--- config.mk ---
export PLATFORM = sky130hd
export DESIGN_NAME = z80_rom_bus_ctrl
export DESIGN_NICKNAME = d
export VERILOG_FILES = /design/src/rtl/z80_rom_bus_ctrl.sv
export SDC_FILE = /design/constraint.sdc
export NUM_CORES = 1
export LEC_CHECK = 0
export ABC_AREA = 1
export CORE_MARGIN = 1.5
export CORE_UTILIZATION = 46
export CTS_BUF_LIST = sky130_fd_sc_hd__clkbuf_2
export DETAILED_ROUTE_END_ITERATION = 8
export HOLD_SLACK_MARGIN = 0.02
export PLACE_DENSITY_LB_ADDON = 0.2
export REMOVE_ABC_BUFFERS = 1
export SETUP_SLACK_MARGIN = 0.5
export SLEW_MARGIN = 0
export SYNTH_ARGS = -nofsm -noshare
export SYNTH_HDL_FRONTEND = slang
export SYNTH_SLANG_ARGS = --single-unit
--- constraint.sdc ---
create_clock -name clk -period 1.5 [get_ports clk]
set_input_delay 0.3 -clock clk [delete_from_list [all_inputs] [get_ports clk]]
set_output_delay 0.3 -clock clk [all_outputs]
set_load 0.005 [all_outputs]
--- src/rtl/z80_rom_bus_ctrl.sv ---
// Z80 read controller for the synchronous ROM: decode, stall, capture, hold.
// Optional reset-vector mirror at 0x0000 enabled by ROM_BOOT_OVERLAY_EN.
module z80_rom_bus_ctrl #(
  parameter int          ROM_ADDR_W  = 14,
  parameter logic [15:0] BASE_ADDR   = 16'h0000,
  parameter int          WAIT_STATES = 1
) (
  input  logic                  clk,
  input  logic                  rst,
  input  logic                  mreq_n,
  input  logic                  rd_n,
  input  logic [15:0]           cpu_addr,
  output logic                  rom_ena,
  output logic [ROM_ADDR_W-1:0] rom_addr,
  input  logic [7:0]            rom_dout,
  output logic [7:0]            data_out,
  output logic                  data_oe,
  output logic                  wait_n
);

  localparam logic [2:0] S_IDLE  = 3'd0;
  localparam logic [2:0] S_READ  = 3'd1;
  localparam logic [2:0] S_STALL = 3'd2;
  localparam logic [2:0] S_LATCH = 3'd3;
  localparam logic [2:0] S_HOLD  = 3'd4;

  localparam logic [3:0] STALL_INIT =
    (WAIT_STATES > 0) ? 4'(WAIT_STATES - 1) : 4'd0;

  logic [2:0] state;
  logic [3:0] cnt;
  logic       strobe;
  logic       base_hit;
  logic       hit;

  assign strobe   = !mreq_n && !rd_n;
  assign base_hit = strobe &&
    (cpu_addr[15:ROM_ADDR_W] == BASE_ADDR[15:ROM_ADDR_W]);

`ifdef ROM_BOOT_OVERLAY_EN
  logic boot;
  logic via_base;
  logic mirror_hit;

  assign mirror_hit = strobe && boot &&
    (cpu_addr[15:ROM_ADDR_W] == '0);
  assign hit = base_hit || mirror_hit;
`else
  assign hit = base_hit;
`endif

  always_ff @(posedge clk or posedge rst) begin
    if (rst) begin
      state    <= S_IDLE;
      cnt      <= 4'd0;
      rom_ena  <= 1'b0;
      rom_addr <= '0;
      data_out <= 8'h00;
      data_oe  <= 1'b0;
      wait_n   <= 1'b1;
`ifdef ROM_BOOT_OVERLAY_EN
      boot     <= 1'b1;
      via_base <= 1'b0;
`endif
    end else begin
      case (state)
        S_IDLE: begin
          if (hit) begin
            rom_addr <= cpu_addr[ROM_ADDR_W-1:0];
            rom_ena  <= 1'b1;
            wait_n   <= 1'b0;
            state    <= S_READ;
`ifdef ROM_BOOT_OVERLAY_EN
            via_base <= base_hit;
`endif
          end
        end
        S_READ: begin
          rom_ena <= 1'b0;
          if (!strobe) begin
            wait_n  <= 1'b1;
            data_oe <= 1'b0;
            state   <= S_IDLE;
          end else if (WAIT_STATES > 0) begin
            cnt   <= STALL_INIT;
            state <= S_STALL;
          end else begin
            state <= S_LATCH;
          end
        end
        S_STALL: begin
          if (!strobe) begin
            wait_n  <= 1'b1;
            data_oe <= 1'b0;
            state   <= S_IDLE;
          end else if (cnt == 4'd0) begin
            state <= S_LATCH;
          end else begin
            cnt <= cnt - 4'd1;
          end
        end
        S_LATCH: begin
          if (!strobe) begin
            wait_n  <= 1'b1;
            data_oe <= 1'b0;
            state   <= S_IDLE;
          end else begin
            data_out <= rom_dout;
            data_oe  <= 1'b1;
            wait_n   <= 1'b1;
            state    <= S_HOLD;
`ifdef ROM_BOOT_OVERLAY_EN
            if (via_base) boot <= 1'b0;
`endif
          end
        end
        S_HOLD: begin
          // strobes must rise before another read is accepted
          if (!strobe) begin
            data_oe <= 1'b0;
            state   <= S_IDLE;
          end
        end
        default: state <= S_IDLE;
      endcase
    end
  end

endmodule

==> qor.yml <==
cp_max_fo: 5
place.gp.congestion: 0.7840
h-tree-depth: 2
core_area_um2: 3053
dieHeight_um: 59.75
overflow: 0
end_kind: "flip-flop"
numPortBuffers: 52
comb_power_share: 0.553
clockPowerShare: 0.104
drtAntennaViolNets: 0
synth.avg_cell_area_um2: 8.514
fin_crit_ns: 1.421
ir_worst_vdd_v: 0.0009671
wl_um: 6200
vias: 1733
root_buffer: "clkbuf_2"
power.density_nw_per_um2: 1469
ys_seq_elements: 32
via_per_inst: 5.316
cp-start-kind: "flip-flop"
max_slew.worst_pin.slew_ns: 0.3117
outcome: "finished, final reports clean"
grt_pass1_vias: 1607
dpl.hpwl_um: 2480
insertion_delay_ns: 0.40
fin_crit_sh: 0.9477
fin_util: 0.9225
fin_skew_ns: 0.03014
path_clk_slew_ns: 0.19
cts_buffers: 5
p_sw_frac: 0.3963
drv_slew: 0
cts_tree: "yes"
dpl.cell_count: 271
yosys_warnings: 0
rsz0062_at_grt: "true"
track_usage: 0.2864
drt-pass1-iter-count: 4
arrival_ns: 1.75
synth_seq_area_share: 0.5414
fin_tns_setup_ns: 0
p_total_mw: 4.137
hold_path.class: "in -> async"
slew_headroom: 0.7914
fp.dieW_um: 59.75
area_growth_pct: 90.12
antenna_found_initial: 0
required_ns: 1.83
max_freq_mhz: 703.5
synthDistinctLibCells: 23
final.fill_count: 113
setup_viol: 0
rows: 20
io_pins: 53
pwr-share-seq: 0.343
grt_pass1_wl_um: 7307
clock_sinks: 32
drive_above_1_share: 0.5709
syn_area_um2: 1481
diodes: 0
drc: 0
path_class: "reg -> reg"
synth_cells: 174
power.internal_mw: 2.498
switchingPower_mw: 1.639
initial_core_util: 0.4852
hold_violations: 0
drt_iter0_drc: 171
fin_cells: 326
nets: 310
die_area_um2: 3570
cap_violations: 0
wl_per_cell_um: 19.02
grt_max_degree: 33
leakage_nw: 1.476
cts_buffer_depth: 2
-- worst max-delay path: stages, from the launching register on --
cell and delay [ns]:
dfrtp_2 0.49, buf_6 0.14, buf_6 0.11, nor2_4 0.12, nand2_4 0.10, nor2_1 0.16
nand3_1 0.13, nand2_1 0.10
-- metal layers --
layer / routed length, µm / part of all wire / up-vias / track usage
met5: 0 / 0 / - / 0
met4: 328 / 0.053 / 0 / 0.1556
met1: 2217 / 0.36 / 840 / 0.2949
li1: - / - / 753 / -
met2: 3276 / 0.53 / 99 / 0.5217
met3: 377 / 0.061 / 41 / 0.07359
-- cell usage after synthesis --
library cell / n / area share
nand2_1: 54 / 0.14
dfrtp_1: 31 / 0.52
inv_1: 22 / 0.056
nand3_1: 17 / 0.057
nor2_1: 11 / 0.028
o21ai_0: 6 / 0.020
nand2_2: 5 / 0.021
o21ai_1: 5 / 0.017
o21ai_2: 5 / 0.030
inv_2: 3 / 0.0076
nand4_1: 2 / 0.0084
nor2_4: 2 / 0.015
a21oi_1: 1 / 0.0034
buf_2: 1 / 0.0034
buf_4: 1 / 0.0051
buf_6: 1 / 0.0076
buf_8: 1 / 0.010
clkbuf_2: 1 / 0.0034
dfstp_2: 1 / 0.018
ha_1: 1 / 0.0084
nand2_4: 1 / 0.0076
nand3_2: 1 / 0.0068
xnor2_1: 1 / 0.0059
-- per-stage QoR --
| step | cell area [µm²] | hold slack [ns] | setup WS (ns) |
|---|---|---|---|
| after detailed placement | 2083 | 0.4620 | -0.1355 |
| after CTS | 2451 | 0.2187 | 0.1502 |
| after global routing | 2816 | 0.2338 | -0.005635 |
| after floorplan | 1438 | 0.4155 | -0.5037 |
| final | 2816 | 0.2040 | 0.07852 |
| after global placement | 2083 | 0.4505 | -0.05885 |
-- layout by cell type (no fill, tap or decap) --
cell	n
clkbuf_2	7
nand3_1	6
ha_4	1
buf_16	2
o21ai_2	11
nand2_2	17
nor2_4	5
dfrtp_1	30
nand3_4	3
nor2_1	6
buf_6	14
nor2_2	2
nand4_1	2
clkdlybuf4s50_1	27
a21oi_1	1
o21ai_0	1
nand2_4	20
inv_4	1
buf_4	32
buf_2	24
nand3_2	9
dfrtp_2	1
nand2_8	1
inv_1	19
nand2_1	23
inv_2	5
buf_12	4
clkinv_1	1
o21ai_1	4
xnor2_1	1
clkbuf_16	1
dfstp_2	1
-- power groups by stage --
stage | clock (mW) | sequential (mW) | combinational [mW]
3_5_place_dp | 0 | 1.39 | 1.36
5_1_grt | 0.452 | 1.44 | 2.40
3_3_place_gp | 0 | 1.38 | 1.32
4_1_cts | 0.420 | 1.39 | 1.56
6_report | 0.431 | 1.42 | 2.29
2_1_floorplan | 0 | 1.39 | 0.581
-- what timing repair did --
item,4_1_cts,5_1_grt
cloned,3,1
buffers inserted,23,20
endpoints found under the hold margin,0,0
hold buffers,0,0
resized for setup,162,46
endpoints found under the setup margin,57,57
pin swaps,22,13
-- cell type report --
class                           instances  area [µm²]  share of cell area
Sequential cell                        32       803.3              0.2852
Clock buffer                            7       35.03             0.01244
Clock inverter                          1       3.754            0.001333
Timing Repair Buffer                  104       948.4              0.3367
Tap cell                               44       55.05             0.01955
Inverter                               25       96.34             0.03421
Multi-Input combinational cell        113       874.6              0.3105
-- worst paths after layout --
check	from	to	slack, ns	cells after the start
max	state[0]$_DFFE_PP0P_	cnt[1]$_DFFE_PP0P_	0.08	7
min	rst	state[2]$_DFFE_PP0P_	0.20	3
max reg2reg	state[0]$_DFFE_PP0P_	cnt[1]$_DFFE_PP0P_	0.08	7
min reg2reg	wait_n$_DFFE_PP1P_	wait_n$_DFFE_PP1P_	0.49	2
max in group asynchronous	rst	wait_n$_DFFE_PP1P_	1.06	3
min in group clk	rom_dout[6]	data_out[6]$_DFFE_PP0P_	0.45	3
-- kinds of logic after synthesis --
logic type / count (synthesis) / synth area share
DFF: 32 / 0.5414
buffers and inverters: 30 / 0.09290
adders and majority gates: 1 / 0.008445
AOI/OAI and AO/OA: 17 / 0.07009
and+or+nand+nor: 93 / 0.2812
xor gates and xnor gates: 1 / 0.005913
-- sequential cells by signal, indices dropped and copies added, names as in the netlist --
register	flops
cnt	4
data_oe	1
data_out	8
rom_addr	14
rom_ena	1
state	3
wait_n	1
Note: power is estimated with default switching activity, not from simulation.
